<file path="src/rtl/pong_pkg.sv">
// Shared types and defaults for the pong score/serve control path.
package pong_pkg;

    localparam int unsigned DEF_SCORE_W   = 4;
    localparam int unsigned DEF_WIN_SCORE = 5;

    typedef enum logic [2:0] {
        IDLE,
        SERVE,
        PLAY,
        GOAL,
        OVER
    } state_t;

    // serve_dir encoding: the serve always heads toward the player who conceded
    localparam logic DIR_TO_P1 = 1'b0;
    localparam logic DIR_TO_P2 = 1'b1;

endpackage

</file>
<file path="src/rtl/hold_timer.sv">
// Loadable down-counter; done rises once the loaded number of cycles has elapsed.
module hold_timer #(
    parameter int unsigned W = 6
) (
    input  logic         clk,
    input  logic         rst_n,
    input  logic         load,
    input  logic [W-1:0] value,
    output logic         done
);

    logic [W-1:0] cnt;

    // done is kept equal to (cnt == 0) but registered, so it lines up with the count
    always_ff @(posedge clk or negedge rst_n) begin
        if (!rst_n) begin
            cnt  <= '0;
            done <= 1'b1;
        end else if (load) begin
            cnt  <= (value != '0) ? value - W'(1) : '0;
            done <= (value <= W'(1));
        end else if (cnt != '0) begin
            cnt  <= cnt - W'(1);
            done <= (cnt == W'(1));
        end
    end

endmodule

</file>
<file path="src/rtl/score_keeper.sv">
// Scores ball-out events, emits goal/win pulses for the animation and gates play.
// Optional build macro SCORE_WIN_BY_TWO_EN: a win additionally requires a 2-point lead.
module score_keeper
    import pong_pkg::*;
#(
    parameter int unsigned WIN_SCORE   = DEF_WIN_SCORE,
    parameter int unsigned SCORE_W     = DEF_SCORE_W,
    parameter int unsigned GOAL_HOLD   = 32,
    parameter int unsigned SERVE_DELAY = 8
) (
    input  logic               BALL_CLOCK,
    input  logic               RESET_N,
    input  logic               ball_out_left,
    input  logic               ball_out_right,
    input  logic               new_game,
    output logic               goal_player_1,
    output logic               goal_player_2,
    output logic               win_player_1,
    output logic               win_player_2,
    output logic [SCORE_W-1:0] score_player_1,
    output logic [SCORE_W-1:0] score_player_2,
    output logic               serve_en,
    output logic               serve_dir,
    output logic               game_over
);

    localparam int unsigned HOLD_MAX = (GOAL_HOLD > SERVE_DELAY) ? GOAL_HOLD : SERVE_DELAY;
    localparam int unsigned TIMER_W  = $clog2(HOLD_MAX + 1);

    typedef logic [SCORE_W-1:0] score_t;
    typedef logic [SCORE_W:0]   wide_t;
    typedef logic [TIMER_W-1:0] tval_t;

    state_t state;
    logic   ng_q;
    logic   ng_rise_c;
    logic   pt1_c;
    logic   pt2_c;
    logic   both_c;
    logic   win1_c;
    logic   win2_c;
    score_t inc1_c;
    score_t inc2_c;
    logic   timer_load_c;
    tval_t  timer_value_c;
    logic   timer_done;

    // Event decode and saturating next-score / win evaluation
    always_comb begin
        ng_rise_c = new_game & ~ng_q;
        both_c    = ball_out_left & ball_out_right;
        pt1_c     = ball_out_right & ~ball_out_left;
        pt2_c     = ball_out_left & ~ball_out_right;
        inc1_c    = (&score_player_1) ? score_player_1 : score_player_1 + score_t'(1);
        inc2_c    = (&score_player_2) ? score_player_2 : score_player_2 + score_t'(1);
`ifdef SCORE_WIN_BY_TWO_EN
        // a leader stuck at saturation wins on the next point
        win1_c = ((wide_t'(inc1_c) >= wide_t'(WIN_SCORE)) &&
                  (wide_t'(inc1_c) >= wide_t'(score_player_2) + wide_t'(2))) ||
                 ((&score_player_1) && (score_player_1 > score_player_2));
        win2_c = ((wide_t'(inc2_c) >= wide_t'(WIN_SCORE)) &&
                  (wide_t'(inc2_c) >= wide_t'(score_player_1) + wide_t'(2))) ||
                 ((&score_player_2) && (score_player_2 > score_player_1));
`else
        win1_c = (wide_t'(inc1_c) >= wide_t'(WIN_SCORE));
        win2_c = (wide_t'(inc2_c) >= wide_t'(WIN_SCORE));
`endif
    end

    // One timer serves both SERVE and GOAL; load it on entry to either
    always_comb begin
        timer_load_c  = 1'b0;
        timer_value_c = tval_t'(SERVE_DELAY);
        if (ng_rise_c) begin
            timer_load_c = 1'b1;
        end else begin
            case (state)
                PLAY: begin
                    if (both_c) begin
                        timer_load_c = 1'b1;
                    end else if ((pt1_c && !win1_c) || (pt2_c && !win2_c)) begin
                        timer_load_c  = 1'b1;
                        timer_value_c = tval_t'(GOAL_HOLD);
                    end
                end
                GOAL: timer_load_c = timer_done;
                default: ;
            endcase
        end
    end

    hold_timer #(
        .W(TIMER_W)
    ) u_hold_timer (
        .clk  (BALL_CLOCK),
        .rst_n(RESET_N),
        .load (timer_load_c),
        .value(timer_value_c),
        .done (timer_done)
    );

    // Game FSM with registered scores, pulses and play gating
    always_ff @(posedge BALL_CLOCK or negedge RESET_N) begin
        if (!RESET_N) begin
            state          <= IDLE;
            ng_q           <= 1'b0;
            score_player_1 <= '0;
            score_player_2 <= '0;
            goal_player_1  <= 1'b0;
            goal_player_2  <= 1'b0;
            win_player_1   <= 1'b0;
            win_player_2   <= 1'b0;
            serve_en       <= 1'b0;
            serve_dir      <= DIR_TO_P1;
            game_over      <= 1'b0;
        end else begin
            ng_q          <= new_game;
            goal_player_1 <= 1'b0;
            goal_player_2 <= 1'b0;
            win_player_1  <= 1'b0;
            win_player_2  <= 1'b0;
            if (ng_rise_c) begin
                state          <= SERVE;
                score_player_1 <= '0;
                score_player_2 <= '0;
                serve_en       <= 1'b0;
                game_over      <= 1'b0;
            end else begin
                case (state)
                    IDLE: ;
                    SERVE: begin
                        if (timer_done) begin
                            state    <= PLAY;
                            serve_en <= 1'b1;
                        end
                    end
                    PLAY: begin
                        if (both_c) begin
                            state    <= SERVE;
                            serve_en <= 1'b0;
                        end else if (pt1_c) begin
                            score_player_1 <= inc1_c;
                            serve_dir      <= DIR_TO_P2;
                            serve_en       <= 1'b0;
                            if (win1_c) begin
                                win_player_1 <= 1'b1;
                                game_over    <= 1'b1;
                                state        <= OVER;
                            end else begin
                                goal_player_1 <= 1'b1;
                                state         <= GOAL;
                            end
                        end else if (pt2_c) begin
                            score_player_2 <= inc2_c;
                            serve_dir      <= DIR_TO_P1;
                            serve_en       <= 1'b0;
                            if (win2_c) begin
                                win_player_2 <= 1'b1;
                                game_over    <= 1'b1;
                                state        <= OVER;
                            end else begin
                                goal_player_2 <= 1'b1;
                                state         <= GOAL;
                            end
                        end
                    end
                    GOAL: begin
                        if (timer_done) begin
                            state <= SERVE;
                        end
                    end
                    OVER: ;
                    default: state <= IDLE;
                endcase
            end
        end
    end

endmodule

</file>
<file path="config.mk">
export PLATFORM = sky130hd
export DESIGN_NAME = score_keeper
export DESIGN_NICKNAME = d
export VERILOG_FILES = /design/src/rtl/pong_pkg.sv /design/src/rtl/hold_timer.sv /design/src/rtl/score_keeper.sv
export SDC_FILE = /design/constraint.sdc
export NUM_CORES = 1
export LEC_CHECK = 0
export CELL_PAD_IN_SITES_DETAIL_PLACEMENT = 0
export CELL_PAD_IN_SITES_GLOBAL_PLACEMENT = 1
export CORE_MARGIN = 4
export CORE_UTILIZATION = 38
export CTS_CLUSTER_SIZE = 12
export DETAILED_ROUTE_END_ITERATION = 7
export GPL_ROUTABILITY_DRIVEN = 0
export PLACE_DENSITY_LB_ADDON = 0.3
export SLEW_MARGIN = 20
export SYNTH_ARGS = -nofsm -noshare
export SYNTH_HDL_FRONTEND = slang
export SYNTH_SLANG_ARGS = --single-unit
</file>
<file path="constraint.sdc">
create_clock -name BALL_CLOCK -period 2.1 [get_ports BALL_CLOCK]
set_input_delay 0.42 -clock BALL_CLOCK [delete_from_list [all_inputs] [get_ports BALL_CLOCK]]
set_output_delay 0.42 -clock BALL_CLOCK [all_outputs]
set_load 0.01 [all_outputs]
</file>
Word level (Yosys, flattened, before mapping)

Cells that the tools add are included.

Muxes and demuxes: 69
Equality and inequality tests: 12
$add $sub $neg: 4
Bitwise gates (word level): 9
$lt $le $gt $ge: 3
Reduce and logical (&&, ||, !) cells: 25

Operator list:

| operator              | number |
|---|---|
| $mux W4               | 11 |
| $mux W6               | 7 |
| $mux W1               | 40 |
| $mux W3               | 8 |
| $reduce_and A4 Y1     | 5 |
| $pmux W3 S4           | 1 |
| $reduce_bool A6 Y1    | 2 |
| $sub A6 B1 Y6 const B | 2 |
| $reduce_bool A2 Y1    | 5 |
| $ne A3 B2 Y1 const B  | 3 |
| $reduce_bool A3 Y1    | 3 |
| $add A4 B1 Y4 const B | 2 |
| $ge A4 B3 Y1 const B  | 2 |
| $eq A3 B2 Y1 const B  | 2 |
| $eq A6 B1 Y1 const B  | 1 |
| $le A6 B1 Y1 const B  | 1 |
| $reduce_and A3 Y1     | 2 |
| $ne A5 B5 Y1 const B  | 1 |
| $not A1 Y1            | 5 |
| $reduce_and A5 Y1     | 1 |
| $and A1 B1 Y1         | 4 |
| $ne A2 B2 Y1 const B  | 2 |
| $pmux W1 S2           | 2 |
| $eq A3 B1 Y1 const B  | 1 |
| other kinds (7)       | 9 |

Bits of input ports: 5
Logic and storage cells: 135
Output and inout port bits: 15
Register bits: 26

Depth between registers and ports, before layout

Gate-level depths: netlist of the first run.

Word-level depth: 13
Gate-level depth with buffers: 7

Cells and area by module

From an unflattened synthesis of the first run, not the netlist that was laid out.

Cell total of the unflattened synthesis: 178
Area total of the unflattened synthesis: 1709.1 sq um

Modules (own cells, without submodules):

| module       | seq. area each (sq um) | cells each | times used | area an instance (sq um) |
|---|---|---|---|---|
| score_keeper | 475.5                  | 124        | 1          | 1167.4 |
| hold_timer   | 176.4                  | 54         | 1          | 541.8 |

Worst setup path before layout of the first run

Ideal clock, no wire load.

Path kind: register -> register
From: reg score_player_1[0]
To: reg u_hold_timer.cnt[3]
Path buffers: 0
Arrival time: 1973 ps
Clock period less this slack: 2058 ps
Slack: 42 ps
Cell stages (with the launch flop): 8
Data required time: 2014 ps
Path through: dfrtp_1 > inv_1 > ha_1 > nor3b_4 > o31ai_4 > o21bai_2 > or4_1 > a32oi_1

Word-level cells in the longest chain between the ends: 13
Elaborated cells between the ends (all ways): 20
Classes of those cells: add/sub (2); order compare (1); mux (11); reduce/logical (6)

RTL lines:

| element                                             | RTL line            | RTL |
|---|---|---|
| from (decl)                                         | score_keeper.sv:20  | `output logic [SCORE_W-1:0] score_player_1,` |
| from (signal assigned)                              | score_keeper.sv:142 | `score_player_1 <= inc1_c;` |
| $add A4 B1 Y4 or $reduce_and A4 Y1 (tied branches)  | score_keeper.sv:54  | `inc1_c = (&score_player_1) ? score_player_1 : score_player_1 + score_t'(1);` |
| $mux W4 (*)                                         | score_keeper.sv:54  |  |
| $ge A4 B3 Y1 (*)                                    | score_keeper.sv:65  | `win1_c = (wide_t'(inc1_c) >= wide_t'(WIN_SCORE));` |
| $logic_not A1 Y1 (*)                                | score_keeper.sv:81  | `end else if ((pt1_c && !win1_c) \|\| (pt2_c && !win2_c)) begin` |
| $logic_and A1 B1 Y1 (*)                             | score_keeper.sv:81  |  |
| $logic_or A1 B1 Y1 (*)                              | score_keeper.sv:81  |  |
| $mux W6                                             | score_keeper.sv:81  |  |
| $mux W6                                             | score_keeper.sv:79  | `if (both_c) begin` |
| $mux W6                                             | score_keeper.sv:77  | `case (state)` |
| $mux W6                                             | score_keeper.sv:74  | `if (ng_rise_c) begin` |
| $sub A6 B1 Y6 or $reduce_bool A6 Y1 (tied branches) | hold_timer.sv:20    | `cnt <= (value != '0) ? value - W'(1) : '0;` |
| $mux W6                                             | hold_timer.sv:20    |  |
| $mux W6                                             | hold_timer.sv:19    | `end else if (load) begin` |
| to (signal assigned)                                | hold_timer.sv:20    |  |
| to (signal assigned)                                | hold_timer.sv:23    | `cnt <= cnt - W'(1);` |
| to (decl)                                           | hold_timer.sv:12    | `logic [W-1:0] cnt;` |

Mark *: on every way between the ends. The rest lies on a longest branch, timed or not.
A chain may end at the register's enable or synchronous reset.

Worst setup path in the final report of the first run

Ends and elaborated chain as after synthesis.

==> flow_summary_export.csv, run 1 <==
group,metric,value,unit
outcome,status,"finished clean",
floorplan,start_util,39.8,%
sta,fin_crit_sh,97.8,%
synthesis,synthCells,166,
worst_setup_path,crit_path_start,"score_player_1[0]",
worst_setup_path,rr_worst_depth,8,
floorplan,die_w,72.9,um
worst_setup_path,arrival,2.24,ns
cts,cts.clk_slew.worst_paths,0.09,ns
detailed_routing,drt_iter0_drc,57,
finish,area_growth,31.4,%
worst_setup_path,crit_path_start_kind,"register",
synthesis,synth_async_sr_flop_share,100,%
floorplan,die_area,5320,um^2
sta,tns,0,ns
cts,htree_levels,1,
synthesis,syn-num-nets,180,
cts,cts.sinks,26,
worst_setup_path,rr_startpoint,"score_player_1[0]",
floorplan,die_y,72.9,um
sta,rsz0062_at_grt,"true",
power_and_ir_drop,leakage,0.893,nW
cts,clock_latency,0.27,ns
worst_setup_path,crit_path_end_kind,"register",
detailed_routing,ant_nets,0,
worst_setup_path,path_class,"register to register",
worst_setup_path,crit_end,"u_hold_timer.cnt[3]",
power_and_ir_drop,powerDensity,839,nW/um^2
cts,clockBufferDepth,2,
sta,fin_hold_ws,0.515,ns
synthesis,synthTopCellsByArea,"dfrtp_1, ha_1, nor2_1",
worst_setup_path,crit_fanout,3,
placed_design,dp_cells,250,
power_and_ir_drop,p_int,0.00114,W
sta,final-hold-violation-count,0,
power_and_ir_drop,clockPowerShare,16.6,%
finish,final_cell_mix,"dfrtp_1, buf_4, clkdlybuf4s50_1, nor2_1, inv_1",
synthesis,synth_edf_count,0,
finish,antenna_cells,0,
placed_design,hpwlAfterDp,2830,um
sta,slew_headroom,71.0,%
global_route,grt.overflow.total,0,
global_route,grt_pass1_wl,6350,um
power_and_ir_drop,p_sw,0.000629,W
synthesis,synth_area_leader_cell,"dfrtp_1",
sta,setup_slack,0.0464,ns
power_and_ir_drop,pwr-share-seq,42.6,%
detailed_routing,avgViaCountPerCell,5.20,
sta,period_minus_slack,2.05,ns
detailed_routing,drc,0,
cts,tritoncts,"done",
synthesis,ys_ff_latch,26,
synthesis,ys.flop_type,"dfrtp_1",
cts,holdBufCountCts,0,
worst_setup_path,r2r-end,"u_hold_timer.cnt[3]",
sta,skew,0.00271,ns
job,max_cap_viol_count,0,
synthesis,synth_area,1600,um^2
power_and_ir_drop,p_comb_share,40.8,%
placed_design,dp_slack,-0.238,ns
worst_setup_path,crit_required,2.29,ns
finish,layout_commonest_cell,"dfrtp_1",
global_route,grtUsageTotal,15.2,%
global_route,antenna_found_initial,0,
worst_setup_path,r2r_slack,0.05,ns
min_path,worstHoldPathType,"primary input to asynchronous set/reset pin",
floorplan,num_rows,23,
synthesis,ys_warn_count,0,
global_route,first_global_vias,1366,
detailed_routing,dr.pass1.iters,4,
power_and_ir_drop,ir_drop,0.280,mV
floorplan,core_area,4030,um^2
placed_design,numPortBuffers,19,
synthesis,synth_top_area_share,39.1,%
sta,tightest_slew,0.431,ns
sta,fmax,487,MHz
cts,clk_root_buffer_cell,"clkbuf_8",
floorplan,boundaryPins,20,
sta,slew_violations,0,
detailed_routing,avgRoutedWirePerCell,14.5,um
synthesis,seq_area_frac_synth,40.7,%
synthesis,avgSynthCellArea,9.65,um^2
synthesis,ys_types,48,
finish,fin_cells,257,
global_route,grt_max_degree,27,
finish,drive_gt1_share,24.2,%
detailed_routing,routed_wl,3730,um
power_and_ir_drop,p_sw_share,35.6,%
detailed_routing,num_vias,1337,
cts,cts-buffers-inserted,3,
sta,setup_viol,0,
finish,final_nets,222,
-- power by group through the flow --
| stage | Sequential (W) | Combinational, W | Clock (W) |
|---|---|---|---|
| floorplan | 0.000698 | 0.000498 | 0 |
| global placement | 0.000746 | 0.000650 | 0 |
| detailed placement | 0.000756 | 0.000680 | 0 |
| CTS | 0.000746 | 0.000691 | 0.000304 |
| global route | 0.000771 | 0.000802 | 0.000335 |
| finish | 0.000752 | 0.000721 | 0.000293 |
-- layout make-up --
| class | instances | area [um^2] |
|---|---|---|
| clock buffer | 4 | 45.0 |
| inverter | 11 | 41.3 |
| timing repair buffer | 43 | 374 |
| fill | 381 | 1920 |
| sequential | 26 | 652 |
| tap | 50 | 62.6 |
| multi-input combinational | 123 | 930 |
-- how the worst min path moves through the flow --
stage,from,to,slack (ns),cells past startpoint
final,RESET_N,state[0],0.52,2
after global routing,RESET_N,win_player_2,0.55,2
after CTS,RESET_N,ng_q,0.53,2
after detailed placement,game_over,game_over,0.52,2
after global placement,serve_dir,serve_dir,0.50,2
after floorplan,RESET_N,game_over,0.12,0
-- stage by stage --
step | instance area [um^2] | power, W | util (%)
after CTS | 2040 | 0.00174 | 50.6
after floorplan | 1600 | 0.00120 | -
final | 2100 | 0.00177 | 52.2
after global placement | 1980 | 0.00140 | 49.2
after detailed placement | 1980 | 0.00144 | 49.2
after global routing | 2100 | 0.00191 | 52.2
-- layer usage --
metal | track usage, % | up-vias | part of all wire, %
met3 | 2.75 | 4 | 2.7
met5 | 0 | - | 0
met1 | 19.7 | 636 | 46
met2 | 25.8 | 24 | 51
met4 | 4.92 | 0 | 0.72
li1 | - | 673 | -
-- cells by family after synthesis --
family	count (synthesis)	synth area share [%]
adders and majority gates	9	7.03
muxes	5	3.36
and+or+nand+nor	64	22.9
buffers and inverters	17	4.45
xor gates and xnor gates	6	3.28
AOI/OAI and AO/OA	39	18.3
DFF	26	40.7
-- critical path, stage by stage (launching register included) --
cell,delay [ns]
dfrtp_1,0.43
buf_6,0.13
inv_2,0.05
ha_4,0.28
nor3b_4,0.05
o31ai_4,0.20
o21bai_2,0.10
or4_4,0.54
a32oi_2,0.21
-- timing repair --
action,CTS,global route
buffers inserted,1,2
gates resized for setup,1,11
pin swaps,0,4
endpoints found under the setup margin,3,9
-- sequential cells by signal (all words and copies together), names as in the netlist, 3 cells and up --
| name | cells |
|---|---|
| score_player_1 | 4 |
| u_hold_timer.cnt | 6 |
| state | 3 |
| score_player_2 | 4 |
-- cell usage after synthesis (all sizes together) (3+ instances only) --
| master | instances |
|---|---|
| a21oi | 6 |
| a31oi | 3 |
| and2 | 4 |
| and3 | 3 |
| buf | 5 |
| dfrtp | 25 |
| ha | 9 |
| inv | 11 |
| mux2 | 3 |
| nand2 | 9 |
| nand2b | 4 |
| nand3 | 3 |
| nor2 | 16 |
| nor2b | 4 |
| nor3 | 8 |
| nor3b | 4 |
| o21ai | 10 |
| o31ai | 4 |
| or2 | 3 |
| xnor2 | 5 |
Note: power is estimated with default switching activity, not from simulation.
==> run 2, diff against run 1 <==
--- a/config.mk
+++ b/config.mk
@@ -7,7 +7,6 @@
 export LEC_CHECK = 0
 export CELL_PAD_IN_SITES_DETAIL_PLACEMENT = 0
 export CELL_PAD_IN_SITES_GLOBAL_PLACEMENT = 1
-export CORE_MARGIN = 4
 export CORE_UTILIZATION = 38
 export CTS_CLUSTER_SIZE = 12
 export DETAILED_ROUTE_END_ITERATION = 7
==> run 2 against run 1 <==
Via count rose by 0.82%. Register-to-register slack improved by 0.08 ns. Fmax rose by 3.9%. Critical endpoint unchanged. Clock power barely moved. Total power fell by 1.9%. Utilization fell by 0.062 points. Setup slack improved by 0.077 ns. Critical path depth fell by 1.
==> flow_summary_export.csv, run 2 (synthesis results as in run 1) <==
group,metric,value,unit
worst_setup_path,crit_path_end_kind,"register",
global_route,antenna_found_initial,0,
global_route,grt_max_degree,27,
finish,top_register,"u_hold_timer.cnt",
floorplan,boundaryPins,20,
cts,clockBufferDepth,2,
worst_setup_path,cpPeakStageDelay,0.53,ns
floorplan,start_util,39.8,%
finish,layout_commonest_cell,"buf_4",
job,max_cap_viol_count,0,
finish,fin_cells,258,
detailed_routing,num_vias,1348,
finish,top_regs,"u_hold_timer.cnt (6), score_player_1 (4), score_player_2 (4)",
min_path,worstHoldPathType,"primary input to asynchronous set/reset pin",
cts,cts.clk_slew.worst_paths,0.10,ns
finish,area_growth,31.3,%
placed_design,dp_cells,250,
worst_setup_path,cp_common_cell,"buf_4",
worst_setup_path,crit_fanout,3,
worst_setup_path,cp_cell_sequence,"buf_4 -> buf_4 -> nor3b_4 -> o31ai_4 -> o21bai_2 -> or4_1 -> a32oi_1",
floorplan,die_y,66.9,um
worst_setup_path,crit_required,2.28,ns
cts,clock_latency,0.27,ns
placed_design,hpwlAfterDp,2630,um
global_route,first_global_vias,1347,
worst_setup_path,r2r_slack,0.12,ns
sta,rsz0062_at_grt,"false",
sta,fin_crit_sh,94.1,%
power_and_ir_drop,leakage,0.891,nW
detailed_routing,avgRoutedWirePerCell,13.7,um
finish,final_cell_mix,"buf_4, dfrtp_1, clkdlybuf4s50_1, nor2_1, o21ai_0",
sta,fin_hold_ws,0.512,ns
power_and_ir_drop,ir_drop,0.272,mV
outcome,status,"finished clean",
worst_setup_path,arrival,2.16,ns
finish,antenna_cells,0,
floorplan,num_rows,23,
sta,skew,0.0128,ns
floorplan,die_w,66.9,um
global_route,grtUsageTotal,17.2,%
cts,htree_levels,1,
cts,cts.sinks,26,
finish,final_nets,223,
sta,fmax,506,MHz
floorplan,die_area,4480,um^2
placed_design,numPortBuffers,19,
detailed_routing,drt_iter0_drc,112,
sta,slew_headroom,74.1,%
finish,multi_input_area,922,um^2
cts,tritoncts,"done",
detailed_routing,drc,0,
finish,largest_reg_flops,6,
detailed_routing,routed_wl,3540,um
detailed_routing,avgViaCountPerCell,5.22,
power_and_ir_drop,powerDensity,824,nW/um^2
sta,setup_viol,0,
cts,clk_root_buffer_cell,"clkbuf_8",
worst_setup_path,slowest_stage,"or4_1",
detailed_routing,dr.pass1.iters,6,
cts,cts-buffers-inserted,3,
sta,final-hold-violation-count,0,
sta,period_minus_slack,1.98,ns
detailed_routing,ant_nets,0,
worst_setup_path,crit_path_start_kind,"register",
sta,tightest_slew,0.385,ns
floorplan,core_area,4030,um^2
global_route,grt.overflow.total,0,
global_route,grt_pass1_wl,5910,um
worst_setup_path,path_class,"register to register",
finish,seqCellArea,653,um^2
finish,drive_gt1_share,25.0,%
finish,fillers,383,
sta,slew_violations,0,
[run 2: cell count changes in the layout (fill, tap and decap cells not counted), sizes merged]
cell / delta
buf: +1
[run 2: critical path: cells and delay by family (launching register included)]
kind,cells,cell delay [ns]
flip-flops,1,0.44
buffers and inverters,2,0.28
AND/OR/NAND/NOR,2,0.68
AO/OA/AOI/OAI,3,0.49
[run 2: stage by stage]
stage	util, %	TNS, ns	cell area, um^2	power (W)	setup WS [ns]
floorplan	-	0	1600	0.00120	0.0417
global placement	49.2	-1.78	1980	0.00140	-0.153
detailed placement	49.2	-3.15	1980	0.00143	-0.261
CTS	50.4	0	2030	0.00173	0.0185
global route	52.2	0	2100	0.00187	0.00820
finish	52.2	0	2100	0.00173	0.123
[run 2: timing repair]
action | 4_1_cts | 5_1_grt
endpoints found under the setup margin | 5 | 11
setup buffers | 0 | 4
pin swaps | 0 | 6
hold endpoints to repair | 0 | 0
gates resized for setup | 1 | 11
hold buffers | 0 | 0
[run 2: routing by layer]
metal / GRT usage (%) / vias up / wire length (um)
li1: - / 670 / -
met1: 21.7 / 655 / 1670
met2: 30.6 / 21 / 1750
met3: 2.23 / 2 / 95
met4: 4.26 / 0 / 19
met5: 0 / - / 0
[run 2: path summary, 6_finish.rpt]
path | from | endpoint | cells after the start
max | score_player_1[0] | u_hold_timer.cnt[3] | 7
min reg2reg | game_over | game_over | 2
min in group BALL_CLOCK | game_over | game_over | 2
min | RESET_N | game_over | 2
max reg2reg | score_player_1[0] | u_hold_timer.cnt[3] | 7
max in group asynchronous | RESET_N | u_hold_timer.done | 2
[run 2: final cells by class]
type                    count  share of cell area, %
multi-input cells         123                   43.9
flip-flops and latches     26                   31.1
repair buffers             44                   18.0
well taps                  50                   2.98
clock buffers               4                   2.14
inverters                  11                   1.96
[run 2: where the power goes]
group | switching (W) | internal [W] | total, W
logic | 0.000317 | 0.000381 | 0.000698
registers | 0.000134 | 0.000610 | 0.000744
clock network | 0.000155 | 0.000136 | 0.000290
total | 0.000606 | 0.00113 | 0.00173
==> patch, RTL diff (config.mk and constraints of run 2) <==
Re-encode `state_t` (5 states) as one-hot, 5 bits wide.
--- a/src/rtl/pong_pkg.sv
+++ b/src/rtl/pong_pkg.sv
@@ -4,12 +4,12 @@
     localparam int unsigned DEF_SCORE_W   = 4;
     localparam int unsigned DEF_WIN_SCORE = 5;
 
-    typedef enum logic [2:0] {
-        IDLE,
-        SERVE,
-        PLAY,
-        GOAL,
-        OVER
+    typedef enum logic [4:0] {
+        IDLE  = 5'b00001,
+        SERVE = 5'b00010,
+        PLAY  = 5'b00100,
+        GOAL  = 5'b01000,
+        OVER  = 5'b10000
     } state_t;
 
     // serve_dir encoding: the serve always heads toward the player who conceded
Formal check against the unedited RTL: same outputs for any inputs over 10 cycles, from zero or initial values and one cycle with RESET_N low; not proved beyond that.
==> patch against run 2 <==
- routed wire length is 2.3% lower
- cell count fell by 3.1%
- area after synthesis rose by 4.1%
- final area decreased by 2.6%
- power increased by 1.9%
- die area is 3.9% higher
- maximum frequency grew 4.8%
- combinational power down 9.5%
- worst setup slack gained 0.091 ns
- sequential cell count increased by 2
- largest cell class unchanged
- largest power group unchanged
==> patch: results (changes against run 2) <==
WP data arrival: 2.02 ns (-0.14 ns)
RR Startpoint: score_player_1[0]$_DFFE_PN0P_
CP peak stage delay: 0.46 ns (-0.07 ns)
Largest net degree at the start of global routing: 29 (+7.4%)
Peak supply drop: 0.422 mV (+55%)
Share of cells above drive strength 1: 0.165 (-0.0850)
FF-to-FF End: u_hold_timer.cnt[2]$_DFFE_PN0P_
1st-iter DRT viols: 25 (-78%)
WHS: 0.484 ns (-0.0281 ns)
Worst slew pin tran: 0.444 ns (+0.0589 ns)
# H-tree levels: 1 (unchanged)
DP HPWL: 2680 um (+2.1%)
Status: completed
First-pass GRT wire length: 5920 um (+0.24%)
ANT cells: 0 (unchanged)
Crit-path slowest cell: dfrtp_1
R2R setup slack: 0.21 ns (+0.09 ns)
Post-synth top cells: dfrtp_1 (26), nor2_1 (16), nand2_1 (14), nor3_1 (10)
Top FF cell, synth: dfrtp_1
P_leak: 0.000917 uW (+3.0%)
Ys async rst share: 1.00 (unchanged)
Vias per cell: 5.26 (+0.75%)
Tot GR Track Use: 0.170 (-0.00182)
Clock Skews: 0.00862 ns (-0.00416 ns)
Largest cells by area after synthesis: dfrtp_1 (39%), ha_1 (6.8%), nor2_1 (3.6%)
Bufs on Longest Clock Path: 2 (unchanged)
Top flop regs: u_hold_timer.cnt x6, state x5
GR Util met3: 0.0233 (+0.00107)
Ys Warns: 0 (unchanged)
Initial antenna violation count: 0 (unchanged)
M2 GR Usage: 0.278 (-0.0274)
Critical path peak fanout: 6 (+3)
Fillers: 397 (+3.7%)
Total number of vias: 1316 (-2.4%)
Register area share after synthesis: 0.422 (+0.0149)
Sw Share: 0.350 (about the same)
Final net count: 215 (-3.6%)
Hold path endpoint: game_over$_DFFE_PN0P_
Synth cell types: 53 (+10%)
HP Start: game_over$_DFFE_PN0P_
Total wire length: 3460 um (-2.3%)
Hold Path Class: register to register
Later-pin clock latency in the skew report: 0.27 ns (about the same)
Power Density: 863 nW/um2 (+4.6%)
Dpl cell area: 1990 um2 (+0.25%)
Drt first pass iters: 4 (-2)
Placed Cells: 246 (-1.6%)
Largest delay contributor family on the critical path: compound AO/OA/AOI/OAI gates
TritonCTS buffer count: 3 (unchanged)
Gate Count Post-Synth: 170 (+2.4%)
GR met1 Demand/Resource: 0.233 (+0.0161)
Mapped Nets: 184 (+2.2%)
R2R depth: 6 (-1)
Clock Tree Root: clkbuf_8
==> patch: worst max path at each step <==
stage,from,end,slack [ns],cells after the start
finish,score_player_1[0]$_DFFE_PN0P_,u_hold_timer.cnt[2]$_DFFE_PN0P_,0.21,6
global route,score_player_2[0]$_DFFE_PN0P_,u_hold_timer.cnt[2]$_DFFE_PN0P_,0.05,7
CTS,score_player_1[0]$_DFFE_PN0P_,state[4]$_DFFE_PN0P_,0.15,7
detailed placement,ball_out_left,score_player_2[0]$_DFFE_PN0P_,-0.06,8
global placement,ball_out_left,score_player_2[0]$_DFFE_PN0P_,-0.00004,8
floorplan,score_player_2[0]$_DFFE_PN0P_,state[4]$_DFFE_PN0P_,0.32,6
==> patch: repair_timing <==
action / CTS / global route
setup buffers: 0 / 0
hold buffers: 0 / 0
setup endpoints to repair: 0 / 2
resized for setup: 0 / 1
==> patch: stage by stage <==
step	setup TNS, ns	setup slack [ns]	utilization	power [uW]
2_1_floorplan	0	0.319	-	1250
3_3_place_gp	-0.0000449	-0.0000449	0.483	1430
3_5_place_dp	-0.223	-0.0569	0.483	1450
4_1_cts	0	0.153	0.496	1790
5_1_grt	0	0.0493	0.497	1920
6_report	0	0.214	0.497	1770
==> patch: logic make-up (layout without fill, tap and decap cells) <==
kind of cell | after synthesis | in the layout | synth area share
buffers and inverters | 13 | 43 | 0.0293
adder cells (fa/ha/maj) | 9 | 9 | 0.0676
multiplexers | 6 | 6 | 0.0398
flip-flops | 28 | 28 | 0.422
AND/OR/NAND/NOR | 74 | 74 | 0.258
XOR/XNOR | 5 | 5 | 0.0263
AO/OA/AOI/OAI | 35 | 35 | 0.157
==> patch: worst reg2reg max path, delay by kind of cell, from the launching register on <==
kind | cells | cell delay [ns]
compound gates | 4 | 0.82
xor+xnor | 1 | 0.17
fa+ha+maj | 1 | 0.30
flops | 1 | 0.46
==> patch: power by group through the flow <==
stage	clock network [uW]	registers [uW]	logic (uW)
final	323	810	632
after global routing	366	832	725
after floorplan	0	789	466
after CTS	349	807	638
after global placement	0	812	619
after detailed placement	0	816	634
==> patch: cell type report <==
type                       instances  share of cell area
multi-input combinational        129               0.449
sequential                        28               0.344
timing repair buffer              30               0.133
tap                               50              0.0306
clock buffer                       4              0.0269
inverter                           9              0.0165
==> patch: layer usage <==
layer	up-vias	wire length, um
met5	-	0
met4	0	19
met3	2	73
met2	16	1630
met1	631	1740
li1	667	-
